--- src/rtl/seq_alu_if.sv ---
// Request/response bundle between the complement stage, the sequential ALU and its consumer.
interface seq_alu_if #(
    parameter int WIDTH = 8
);
    logic             start;
    logic [2:0]       opcode;
    logic [WIDTH-1:0] data1;
    logic [WIDTH-1:0] data2;
    logic [WIDTH-1:0] data2_neg;
    logic             busy;
    logic             done;
    logic [WIDTH-1:0] result;
    logic             zero;
    logic             carry;
    logic             ovf;
    logic             err;

    modport master (
        output start, opcode, data1, data2, data2_neg,
        input  busy, done, result, zero, carry, ovf, err
    );

    modport slave (
        input  start, opcode, data1, data2, data2_neg,
        output busy, done, result, zero, carry, ovf, err
    );
endinterface

--- src/rtl/seq_alu.sv ---
// Multi-cycle ALU stage: single-cycle logic/arith ops plus a WIDTH-step shift-add multiplier.
// state  | meaning
// IDLE   | waiting for start; result and flags hold
// EXEC   | single-cycle op latched, completes on next edge
// MUL    | shift-add step per edge, completes when count reaches WIDTH-1
module seq_alu #(
    parameter int WIDTH = 8
) (
    input  logic   clk,
    input  logic   rst_n,
    seq_alu_if.slave bus
);
    localparam int             CW   = (WIDTH > 1) ? $clog2(WIDTH) : 1;
    localparam logic [CW-1:0]  LAST = CW'(WIDTH - 1);
    localparam int             MSB  = WIDTH - 1;

    localparam logic [2:0] OP_MOV = 3'b000;
    localparam logic [2:0] OP_ADD = 3'b001;
    localparam logic [2:0] OP_SUB = 3'b010;
    localparam logic [2:0] OP_AND = 3'b011;
    localparam logic [2:0] OP_OR  = 3'b100;
    localparam logic [2:0] OP_MUL = 3'b101;

    typedef enum logic [1:0] {S_IDLE, S_EXEC, S_MUL} state_t;

    state_t             state, state_nxt;
    logic [2:0]         op_q;
    logic [WIDTH-1:0]   d1_q, d2_q, neg_q;
    logic [2*WIDTH-1:0] prod, mcand, prod_nxt;
    logic [WIDTH-1:0]   mplier;
    logic [CW-1:0]      count;
    logic               accept;

    logic               fin;
    logic [WIDTH-1:0]   res_c;
    logic               carry_c, ovf_c, err_c;
    logic [WIDTH:0]     sum;

    logic               done_q, zero_q, carry_q, ovf_q, err_q;
    logic [WIDTH-1:0]   result_q;

    assign accept = (state == S_IDLE) && bus.start;

    always_ff @(posedge clk or negedge rst_n) begin
        if (!rst_n) state <= S_IDLE;
        else        state <= state_nxt;
    end

    always_comb begin
        state_nxt = state;
        case (state)
            S_IDLE: if (bus.start) state_nxt = (bus.opcode == OP_MUL) ? S_MUL : S_EXEC;
            S_EXEC: state_nxt = S_IDLE;
            S_MUL:  if (count == LAST) state_nxt = S_IDLE;
            default: state_nxt = S_IDLE;
        endcase
    end

    // Operands are captured on accept so later input changes cannot disturb the op.
    always_ff @(posedge clk or negedge rst_n) begin
        if (!rst_n) begin
            op_q   <= '0;
            d1_q   <= '0;
            d2_q   <= '0;
            neg_q  <= '0;
            prod   <= '0;
            mcand  <= '0;
            mplier <= '0;
            count  <= '0;
        end else if (accept) begin
            op_q   <= bus.opcode;
            d1_q   <= bus.data1;
            d2_q   <= bus.data2;
            neg_q  <= bus.data2_neg;
            prod   <= '0;
            mcand  <= {{WIDTH{1'b0}}, bus.data1};
            mplier <= bus.data2;
            count  <= '0;
        end else if (state == S_MUL) begin
            prod   <= prod_nxt;
            mcand  <= mcand << 1;
            mplier <= mplier >> 1;
            count  <= count + 1'b1;
        end
    end

    always_comb begin
        fin      = 1'b0;
        res_c    = '0;
        carry_c  = 1'b0;
        ovf_c    = 1'b0;
        err_c    = 1'b0;
        sum      = '0;
        prod_nxt = prod + (mplier[0] ? mcand : '0);
        case (state)
            S_EXEC: begin
                fin = 1'b1;
                case (op_q)
                    OP_MOV: res_c = d2_q;
                    OP_ADD: begin
                        sum     = {1'b0, d1_q} + {1'b0, d2_q};
                        res_c   = sum[WIDTH-1:0];
                        carry_c = sum[WIDTH];
                        ovf_c   = (d1_q[MSB] == d2_q[MSB]) && (sum[MSB] != d1_q[MSB]);
                    end
                    OP_SUB: begin
                        // Overflow is judged against the raw subtrahend, not its negation.
                        sum     = {1'b0, d1_q} + {1'b0, neg_q};
                        res_c   = sum[WIDTH-1:0];
                        carry_c = sum[WIDTH];
                        ovf_c   = (d1_q[MSB] != d2_q[MSB]) && (sum[MSB] != d1_q[MSB]);
                    end
                    OP_AND: res_c = d1_q & d2_q;
                    OP_OR:  res_c = d1_q | d2_q;
                    default: err_c = 1'b1;
                endcase
            end
            S_MUL: begin
                if (count == LAST) begin
                    fin     = 1'b1;
                    res_c   = prod_nxt[WIDTH-1:0];
                    carry_c = |prod_nxt[2*WIDTH-1:WIDTH];
                end
            end
            default: ;
        endcase
    end

    always_ff @(posedge clk or negedge rst_n) begin
        if (!rst_n) begin
            done_q   <= 1'b0;
            result_q <= '0;
            zero_q   <= 1'b0;
            carry_q  <= 1'b0;
            ovf_q    <= 1'b0;
            err_q    <= 1'b0;
        end else begin
            done_q <= fin;
            if (fin) begin
                result_q <= res_c;
                zero_q   <= (res_c == '0);
                carry_q  <= carry_c;
                ovf_q    <= ovf_c;
                err_q    <= err_c;
            end
        end
    end

    assign bus.busy   = (state != S_IDLE);
    assign bus.done   = done_q;
    assign bus.result = result_q;
    assign bus.zero   = zero_q;
    assign bus.carry  = carry_q;
    assign bus.ovf    = ovf_q;
    assign bus.err    = err_q;
endmodule
--- src/flat_wrapper.sv ---
// flat-port wrapper written by rule: the top's interface ports become plain ports
module seq_alu_flat 
#(
    parameter int WIDTH = 8
)
  (clk, rst_n, bus_start, bus_opcode, bus_data1, bus_data2, bus_data2_neg, bus_busy, bus_done, bus_result, bus_zero, bus_carry, bus_ovf, bus_err);
  seq_alu_if #(.WIDTH(WIDTH)) bus_i ();
  input  logic clk;
  input  logic rst_n;
  input wire logic [$bits(bus_i.start)-1:0] bus_start;
  input wire logic [$bits(bus_i.opcode)-1:0] bus_opcode;
  input wire logic [$bits(bus_i.data1)-1:0] bus_data1;
  input wire logic [$bits(bus_i.data2)-1:0] bus_data2;
  input wire logic [$bits(bus_i.data2_neg)-1:0] bus_data2_neg;
  output wire logic [$bits(bus_i.busy)-1:0] bus_busy;
  output wire logic [$bits(bus_i.done)-1:0] bus_done;
  output wire logic [$bits(bus_i.result)-1:0] bus_result;
  output wire logic [$bits(bus_i.zero)-1:0] bus_zero;
  output wire logic [$bits(bus_i.carry)-1:0] bus_carry;
  output wire logic [$bits(bus_i.ovf)-1:0] bus_ovf;
  output wire logic [$bits(bus_i.err)-1:0] bus_err;
  assign bus_i.start = bus_start;
  assign bus_i.opcode = bus_opcode;
  assign bus_i.data1 = bus_data1;
  assign bus_i.data2 = bus_data2;
  assign bus_i.data2_neg = bus_data2_neg;
  assign bus_busy = bus_i.busy;
  assign bus_done = bus_i.done;
  assign bus_result = bus_i.result;
  assign bus_zero = bus_i.zero;
  assign bus_carry = bus_i.carry;
  assign bus_ovf = bus_i.ovf;
  assign bus_err = bus_i.err;
  seq_alu #(.WIDTH(WIDTH)) u_core (.clk(clk), .rst_n(rst_n), .bus(bus_i));
endmodule
--- config.mk ---
export PLATFORM = sky130hd
export DESIGN_NAME = seq_alu_flat
export DESIGN_NICKNAME = d
export VERILOG_FILES = /design/src/rtl/seq_alu_if.sv /design/src/rtl/seq_alu.sv /design/src/flat_wrapper.sv
export SDC_FILE = /design/constraint.sdc
export NUM_CORES = 1
export LEC_CHECK = 0
export ABC_AREA = 1
export CAP_MARGIN = 10
export CORE_AREA = 10 10 114 116
export DETAILED_ROUTE_END_ITERATION = 7
export DIE_AREA = 0 0 124 126
export PLACE_DENSITY = 0.72
export SLEW_MARGIN = 10
export SYNTH_ARGS = -nofsm -noshare
export SYNTH_HDL_FRONTEND = slang
export SYNTH_SLANG_ARGS = --single-unit
--- constraint.sdc ---
create_clock -name clk -period 2.7 [get_ports clk]
set_input_delay 0.54 -clock clk [delete_from_list [all_inputs] [get_ports clk]]
set_output_delay 0.54 -clock clk [all_outputs]
set_load 0.03 [all_outputs]
# ---- Yosys cells after proc, flatten, opt, wreduce, memory -nomap -nowiden
# Cells that the tools add are included.
dict set report word_totals {
  ff_bits 85
  out_inout_bits 14
  elab_cells 71
}
dict set report op_classes {
  muxes 25
  bitwise_logic 2
  addsub 4
  reduce_logical 11
  n_eq_ne 14
}
# operator n
set op_table {}
lappend op_table {{$mux W16} 5}
lappend op_table {{$pmux W8 S5} 1}
lappend op_table {{$mux W8} 3}
lappend op_table {{$add A8 B8 Y9} 2}
lappend op_table {{$add A16 B16 Y16} 1}
lappend op_table {{$pmux W8 S2} 1}
lappend op_table {{$eq A3 B3 Y1 const B} 3}
lappend op_table {{$and A8 B8 Y8} 1}
lappend op_table {{$logic_not A8 Y1} 1}
lappend op_table {{$or A8 B8 Y8} 1}
lappend op_table {{$pmux W1 S2} 4}
lappend op_table {{$reduce_or A8 Y1} 1}
lappend op_table {{$eq A3 B2 Y1 const B} 2}
lappend op_table {{$mux W2} 3}
lappend op_table {{$mux W3} 2}
lappend op_table {{$mux W1} 5}
lappend op_table {{$reduce_or A5 Y1} 1}
lappend op_table {{$ne A2 B2 Y1 const B} 2}
lappend op_table {{$pmux W2 S2} 1}
lappend op_table {{$reduce_bool A2 Y1} 2}
lappend op_table {{$add A3 B1 Y3 const B} 1}
lappend op_table {{$eq A3 B1 Y1 const B} 1}
lappend op_table {{$logic_and A1 B1 Y1} 3}
lappend op_table {{$logic_not A3 Y1} 1}
lappend op_table {{6 further kinds} 8}

# ---- Depth between registers and ports, before layout
# Gate-level depths: netlist (run 1).
dict set report depth {
  depth_word 5
  depth_mapped 19
  mapped_depth_nobuf 17
}

# ---- Worst setup path after synthesis (run 1)
# OpenSTA, ideal clock, no wires.
dict set report synth_timing {
  path_kind {register to register}
  startpoint {reg u_core.mplier[0]}
  endpoint {reg u_core.carry_q, in the netlist u_core.bus.carry}
  path_stages_with_launch 18
  t_arrival_ps 2056
  path_buffers 2
  setup_slack_ps 522
  setup_ps 122
  path_cell_list {dfrtp_1 -> clkbuf_1 -> clkbuf_1 -> nand2_1 -> inv_1 -> ha_1 -> nand2_1 -> inv_1 -> a21oi_1 -> nand2_1 -> nand2_1 -> nand3_1 -> nand2_1 -> nand2_1 -> nor2_1 -> nand2_1 -> nand2_1 -> a21oi_1}
}
dict set report synth_via {
  elab_chain_len 5
}
# element line
set synth_rtl {}
lappend synth_rtl {{start: declaration} seq_alu.sv:30} ;# logic [WIDTH-1:0] mplier;
lappend synth_rtl {{start signal: assignment} seq_alu.sv:77} ;# mplier <= bus.data2;
lappend synth_rtl {{start signal: assignment} seq_alu.sv:82} ;# mplier <= mplier >> 1;
lappend synth_rtl {{$mux W16} seq_alu.sv:94} ;# prod_nxt = prod + (mplier[0] ? mcand : '0);
lappend synth_rtl {{$add A16 B16 Y16} seq_alu.sv:94}
lappend synth_rtl {{$reduce_or A8 Y1} seq_alu.sv:122} ;# carry_c = |prod_nxt[2*WIDTH-1:WIDTH];
lappend synth_rtl {{$mux W1} seq_alu.sv:119} ;# if (count == LAST) begin
lappend synth_rtl {{$pmux W1 S2} seq_alu.sv:95} ;# case (state)
lappend synth_rtl {{end signal: assignment} seq_alu.sv:142} ;# carry_q <= carry_c;
lappend synth_rtl {{end: declaration} seq_alu.sv:39} ;# logic done_q, zero_q, carry_q, ovf_q, err_q;
# No other way between the ends.
# A chain may end at the register's enable or synchronous reset.

# ---- Worst setup path after layout (run 1)
# Ends and elaborated chain as after synthesis.

==> flow_metrics.env, run 1 <==
export IMPL_globalplace_congestion=0.957
export IMPL_grt_overflow=0
export IMPL_final_max_slew_violation_count=0
export IMPL_endpoint_kind="flop"
export IMPL_synth_seq_cells=85
export IMPL_timing_final_setup_violations=0
export IMPL_cp_buffers_inverters=1
export IMPL_final_cell_count_no_fill=999
export IMPL_vias_per_cell=5.37
export IMPL_die_height_um=126
export IMPL_post_drt_wl_per_cell_um=15.8
export IMPL_slew_headroom_pct=60.2
export IMPL_result_of_the_run="finished, final reports clean"
export IMPL_ant_nets=0
export IMPL_first_pass_iteration_count_of_the_detailed_router=5
export IMPL_clock_tree_root_cell="sky130_fd_sc_hd__clkbuf_8"
export IMPL_core_region_area_mm2=0.0107
export IMPL_final_area_mm2=0.00652
export IMPL_synth_fp_nets=890
export IMPL_fraction_of_layout_cells_with_a_size_suffix_above_1_pct=5.01
export IMPL_synthesis_area_per_instance_um2=7.09
export IMPL_clock_tree_buffer_depth=2
export IMPL_io_buffers=43
export IMPL_timing_setup_tns_ps=0
export IMPL_post_route_drc_count=0
export IMPL_minimum_period_implied_by_the_final_worst_setup_slack_ps=2410
export IMPL_netlist_instances=813
export IMPL_first_global_vias=4976
export IMPL_dieArea_mm2=0.0156
export IMPL_global_route_total_usage_across_every_layer_pct=20.4
export IMPL_cts_setup_buffers=0
export IMPL_synth_cell_type_count=36
export IMPL_io_pins=44
export IMPL_dpl_hpwl_um=12300
export IMPL_dp_cells=983
export IMPL_grt_antenna_before_repair=0
export IMPL_worstSkewPairLatency_ps=390
export IMPL_max_stage_delay_ps=540
export IMPL_max_freq_mhz=415
export IMPL_synth_seq_area_share_pct=36.9
export IMPL_min_delay_path_class="input port to async pin"
export IMPL_number_of_vias_in_the_routed_layout=5366
export IMPL_timing_critical_path_mode_cell="sky130_fd_sc_hd__nand2_1"
export IMPL_ys_dominant_reg_cell="sky130_fd_sc_hd__dfrtp_1"
export IMPL_unrepaired_setup_endpoints_after_global_routing="no"
export IMPL_detailed_place_area_mm2=0.00634
export IMPL_final_hold_viol_count=0
export IMPL_timing_critical_path_arrival_ps=2700
export IMPL_cts_sink_count=85
export IMPL_yosys_warnings=0
export IMPL_wire_length_of_the_first_global_routing_pass_um=25300
export IMPL_async_flop_share_pct=100
export IMPL_finalClockSkew_ps=6.77
export IMPL_area_growth_syn_to_layout_pct=13.1
export IMPL_synth_enable_flop_cells=0
export IMPL_tritoncts="built"
export IMPL_num_nets_final=931
export IMPL_clk_pin_slew_worst_paths_ps=100
export IMPL_first_iter_violations=507
export IMPL_numCtsBuffers=9
export IMPL_timing_critical_path_fanout_max=17
export IMPL_floorplan_die_width_um=124
export IMPL_crit_path_start_kind="flop"
export IMPL_ys_top_cells_by_area="sky130_fd_sc_hd__dfrtp_1 37%, sky130_fd_sc_hd__nand2_1 17%, sky130_fd_sc_hd__ha_1 9.5%"
export IMPL_floorplan_rows=38
export IMPL_synth_top_area_share_pct=36.9
export IMPL_max_slew_worst_pin_slew_ps=597
export IMPL_cts_htree_levels=3
export IMPL_crit_slowest_cell="sky130_fd_sc_hd__dfrtp_2"
export IMPL_post_route_period_util_pct=89.2
export IMPL_crit_required_ps=2990
export IMPL_cellPowerDensity_mw_per_mm2=1040
export IMPL_crit_path_cell_trace="nand2_1, inv_1, ha_1, nand2_1, nor3_1, and2_1, nand2_1, nand2_1, nand2_1, nand2_1, nand2_1, nor2_1, nand2_1, nand2_1, a21oi_1"
export IMPL_maxCapViolations=0
export IMPL_insertedDiodeCount=0
export IMPL_grt_start_max_net_pins=45
export IMPL_crit_type="flop to flop"
export IMPL_cp_top_family="simple AND/OR/NAND/NOR gates"
export IMPL_power_leakage_nw=3.62
export IMPL_totalWireLength_um=15800
export IMPL_floorplan_initialDensity_pct=53.9
export IMPL_vdd_ir_drop_max_mv=0.615
export IMPL_synth_cell_area_mm2=0.00577
export IMPL_synth_largest_area_cell="sky130_fd_sc_hd__dfrtp_1"
## worst paths after layout
check,start,endpoint,slack (ps),cells past startpoint
max,u_core.mplier[0],u_core.bus.carry,290,15
min,rst_n,u_core.bus.result[6],130,1
max reg2reg,u_core.mplier[0],u_core.bus.carry,290,15
min reg2reg,u_core.bus.ovf,u_core.bus.ovf,490,2
max in group asynchronous,rst_n,u_core.d1_q[4],1870,2
min in group clk,u_core.bus.ovf,u_core.bus.ovf,490,2
## Yosys cell counts, types with 4 or more instances
| master | instances |
|---|---|
| sky130_fd_sc_hd__a21oi_1 | 29 |
| sky130_fd_sc_hd__nand3_1 | 69 |
| sky130_fd_sc_hd__nor3_1 | 4 |
| sky130_fd_sc_hd__nand3b_1 | 5 |
| sky130_fd_sc_hd__inv_2 | 5 |
| sky130_fd_sc_hd__o21ai_0 | 44 |
| sky130_fd_sc_hd__xor2_1 | 7 |
| sky130_fd_sc_hd__o221ai_1 | 7 |
| sky130_fd_sc_hd__nor2_1 | 46 |
| sky130_fd_sc_hd__clkbuf_1 | 18 |
| sky130_fd_sc_hd__dfrtp_1 | 85 |
| sky130_fd_sc_hd__a31oi_1 | 4 |
| sky130_fd_sc_hd__o22ai_1 | 11 |
| sky130_fd_sc_hd__nand2_1 | 261 |
| sky130_fd_sc_hd__nand4_1 | 14 |
| sky130_fd_sc_hd__ha_1 | 44 |
| sky130_fd_sc_hd__inv_1 | 133 |
## power breakdown
group          leakage (nW)  internal [mW]  switching, mW
registers              1.09           1.72          0.453
clock network        0.0921          0.349          0.547
logic                  2.44           1.35           2.36
## state kept, by name (all words and copies together), names as in the netlist, 3 cells and up
name	count
u_core.op_q	3
u_core.count	3
u_core.neg_q	8
u_core.bus.result	8
u_core.mplier	8
u_core.d2_q	8
u_core.mcand	16
u_core.prod	16
u_core.d1_q	8
## worst register-to-register path, stage by stage, from the launching register on
cell and delay [ps]:
sky130_fd_sc_hd__dfrtp_2 540, sky130_fd_sc_hd__nand2_1 110, sky130_fd_sc_hd__inv_1 50, sky130_fd_sc_hd__ha_1 350
sky130_fd_sc_hd__nand2_1 130, sky130_fd_sc_hd__nor3_1 230, sky130_fd_sc_hd__and2_1 170, sky130_fd_sc_hd__nand2_1 80
sky130_fd_sc_hd__nand2_1 80, sky130_fd_sc_hd__nand2_1 50, sky130_fd_sc_hd__nand2_1 90, sky130_fd_sc_hd__nand2_1 60
sky130_fd_sc_hd__nor2_1 140, sky130_fd_sc_hd__nand2_1 110, sky130_fd_sc_hd__nand2_1 70, sky130_fd_sc_hd__a21oi_1 50
## kinds of logic after synthesis
family / count (synthesis) / share of synthesized area [%]
buffers and inverters: 163 / 11.1
adders and majority gates: 47 / 10.6
and+or+nand+nor: 407 / 30.1
AOI/OAI and AO/OA: 102 / 10.0
DFF: 85 / 36.9
xor gates and xnor gates: 9 / 1.37
## layout make-up
cell class | count | area [um^2]
multi-input combinational | 565 | 3000
clock inverter | 7 | 58.8
tap | 140 | 175
clock buffer | 9 | 124
sequential | 85 | 2130
inverter | 138 | 518
timing repair buffer | 55 | 518
fill | 1049 | 4180
## metrics by stage
step	hold slack, ps	worst slack, ps	util (%)	power (mW)
2_1_floorplan	244	522	-	4.76
3_3_place_gp	467	237	59.2	5.78
3_5_place_dp	472	238	59.2	5.87
4_1_cts	143	229	60.9	6.77
5_1_grt	156	83.4	61.0	7.37
6_report	126	291	61.0	6.78
## per-layer routing
metal  up-vias  routed length, um  track usage (%)
met4         0                279             6.30
met2       168               6800             29.4
li1       2670                  -                -
met5         -                  0                0
met1      2506               7590             29.7
met3        22               1140             4.07
## cell usage in the layout, fill, tap and decap left out, types with 3 or more instances in the layout
master	n
sky130_fd_sc_hd__nor2_1	46
sky130_fd_sc_hd__nand4_1	14
sky130_fd_sc_hd__ha_1	44
sky130_fd_sc_hd__a21oi_1	29
sky130_fd_sc_hd__o221ai_1	7
sky130_fd_sc_hd__fa_1	3
sky130_fd_sc_hd__buf_4	13
sky130_fd_sc_hd__a31oi_1	4
sky130_fd_sc_hd__clkdlybuf4s50_1	42
sky130_fd_sc_hd__xor2_1	7
sky130_fd_sc_hd__nand3b_1	5
sky130_fd_sc_hd__o22ai_1	11
sky130_fd_sc_hd__nor3_1	4
sky130_fd_sc_hd__o21ai_0	44
sky130_fd_sc_hd__inv_2	5
sky130_fd_sc_hd__dfrtp_1	84
sky130_fd_sc_hd__nand3_1	69
sky130_fd_sc_hd__nand2_1	261
sky130_fd_sc_hd__inv_1	133
sky130_fd_sc_hd__clkbuf_8	9
## timing repair
| action | 4_1_cts | 5_1_grt |
|---|---|---|
| setup endpoints to repair | 0 | 1 |
| hold buffers | 0 | 0 |
| resized for setup | 0 | 1 |
Power figures use the tool's default switching activity.
==> inputs of run 2 (changes only) <==
- CAP_MARGIN: 10 -> 40
- MAX_ROUTING_LAYER: unset -> met4
- PLACE_DENSITY: 0.72 -> unset
- PLACE_DENSITY_LB_ADDON: unset -> 0.15
==> flow_metrics.env, run 2 (same netlist as run 1, synthesis figures left out) <==
export IMPL_r2r_end="u_core.bus.carry"
export IMPL_grt_overflow=0
export IMPL_max_stage_delay_ps=530
export IMPL_worstSkewPairLatency_ps=360
export IMPL_max_slew_worst_pin_slew_ps=606
export IMPL_unrepaired_setup_endpoints_after_global_routing="no"
export IMPL_finalClockSkew_ps=14.5
export IMPL_timing_critical_path_fanout_max=17
export IMPL_critical_path_endpoint="u_core.bus.carry"
export IMPL_minimum_period_implied_by_the_final_worst_setup_slack_ps=2460
export IMPL_timing_critical_path_arrival_ps=2710
export IMPL_io_pins=44
export IMPL_cts_htree_levels=3
export IMPL_min_delay_path_class="input port to async pin"
export IMPL_grt_antenna_before_repair=0
export IMPL_first_global_vias=4941
export IMPL_clock_tree_buffer_depth=2
export IMPL_cp_buffers_inverters=1
export IMPL_cts_resized=0
export IMPL_result_of_the_run="finished, final reports clean"
export IMPL_post_drt_wl_per_cell_um=15.8
export IMPL_crit_path_start_kind="flop"
export IMPL_globalplace_congestion=0.900
export IMPL_layout_top_registers="u_core.mcand (16), u_core.prod (16)"
export IMPL_final_common_cell="sky130_fd_sc_hd__nand2_1"
export IMPL_post_route_period_util_pct=91.1
export IMPL_floorplan_initialDensity_pct=53.9
export IMPL_crit_path_cell_trace="nand2_1, inv_1, ha_1, nand2_1, nor2_1, and2_1, nand2_1, nand2_1, nand2_1, nand2_1, nand2_1, nor2_1, nand2_1, nand2_1, a21oi_1"
export IMPL_totalWireLength_um=15700
export IMPL_floorplan_rows=38
export IMPL_die_height_um=126
export IMPL_floorplan_die_width_um=124
export IMPL_core_region_area_mm2=0.0107
export IMPL_cts_hold_fix_bufs=0
export IMPL_grt_start_max_net_pins=45
export IMPL_detailed_place_area_mm2=0.00633
export IMPL_cts_setup_buffers=0
export IMPL_insertedDiodeCount=0
export IMPL_cellPowerDensity_mw_per_mm2=1040
export IMPL_cts_sink_count=85
export IMPL_first_iter_violations=494
export IMPL_crit_type="flop to flop"
export IMPL_numCtsBuffers=9
export IMPL_dpl_hpwl_um=12400
export IMPL_maxCapViolations=0
export IMPL_timing_critical_path_mode_cell="sky130_fd_sc_hd__nand2_1"
export IMPL_ant_nets=0
export IMPL_max_freq_mhz=406
export IMPL_slew_headroom_pct=59.6
export IMPL_worstSetupPathDepth=15
export IMPL_final_max_slew_violation_count=0
export IMPL_area_growth_syn_to_layout_pct=13.1
export IMPL_crit_reg2reg_launch="u_core.mplier[0]"
export IMPL_timing_setup_tns_ps=0
export IMPL_vdd_ir_drop_max_mv=0.565
export IMPL_final_area_mm2=0.00652
export IMPL_setup_reg_to_reg_worst_slack_ps=240
export IMPL_crit_required_ps=2950
export IMPL_critPathLaunch="u_core.mplier[0]"
export IMPL_clock_tree_root_cell="sky130_fd_sc_hd__clkbuf_8"
export IMPL_cp_top_family="simple AND/OR/NAND/NOR gates"
export IMPL_final_hold_viol_count=0
export IMPL_wire_length_of_the_first_global_routing_pass_um=25400
export IMPL_num_nets_final=929
export IMPL_worst_r2r_cell_count=15
export IMPL_power_leakage_nw=3.61
export IMPL_endpoint_kind="flop"
export IMPL_io_buffers=43
export IMPL_first_pass_iteration_count_of_the_detailed_router=5
export IMPL_crit_slowest_cell="sky130_fd_sc_hd__dfrtp_2"
export IMPL_fraction_of_layout_cells_with_a_size_suffix_above_1_pct=4.78
export IMPL_tritoncts="built"
export IMPL_final_cell_mix="261 x sky130_fd_sc_hd__nand2_1, 133 x sky130_fd_sc_hd__inv_1, 84 x sky130_fd_sc_hd__dfrtp_1"
export IMPL_number_of_vias_in_the_routed_layout=5363
export IMPL_vias_per_cell=5.38
export IMPL_dieArea_mm2=0.0156
export IMPL_timing_final_setup_violations=0
export IMPL_post_route_drc_count=0
export IMPL_global_route_total_usage_across_every_layer_pct=20.8
export IMPL_clk_pin_slew_worst_paths_ps=100
-- run 2: changes by cell type in the layout (fill, tap and decap cells not counted), sizes merged --
cell      before  now
buf           13   11
clkbuf         9   10
clkinv         3    2
clkinvlp       1    2
inv          141  140
-- run 2: routing by layer --
metal	up-vias	share of wire, %	GRT usage [%]
met5	-	0	-
met4	0	2.0	5.69
met3	19	5.5	3.13
met2	160	42	29.7
met1	2522	50	30.0
li1	2662	-	-
-- run 2: layout make-up --
| cell class | instances | area (um^2) |
|---|---|---|
| timing repair buffer | 53 | 515 |
| clock buffer | 10 | 138 |
| clock inverter | 6 | 46.3 |
| sequential | 85 | 2130 |
| multi-input combinational | 565 | 3000 |
| inverter | 138 | 518 |
| tap | 140 | 175 |
| fill | 1035 | 4180 |
-- run 2: stage by stage --
step	power [mW]	std cells	hold WS, ps	worst slack, ps	utilization, %
finish	6.76	997	76.3	240	60.9
global route	7.38	997	81.9	52.9	60.9
CTS	6.75	997	77.3	180	60.9
detailed placement	5.88	981	471	195	59.2
global placement	5.79	981	458	190	59.2
floorplan	4.76	813	244	522	-
-- run 2: worst min-delay path by stage --
stage,to,slack [ps],cells after the start
6_report,u_core.bus.result[2],80,1
5_1_grt,u_core.bus.ovf,80,1
4_1_cts,u_core.bus.result[2],80,1
3_5_place_dp,u_core.bus.err,470,2
3_3_place_gp,u_core.count[0],460,1
2_1_floorplan,u_core.bus.carry,240,0
-- run 2: where the power goes --
group | leakage [nW] | switching [mW] | internal (mW) | total, mW
Combinational | 2.44 | 2.38 | 1.34 | 3.72
Sequential | 1.09 | 0.453 | 1.72 | 2.17
Clock | 0.0893 | 0.501 | 0.366 | 0.867
==> inputs of run 3 (changes only) <==
- CTS_CLUSTER_DIAMETER: unset -> 60
==> results of run 3 <==
The final DEF is identical to that of run 2; final timing and power are the same.
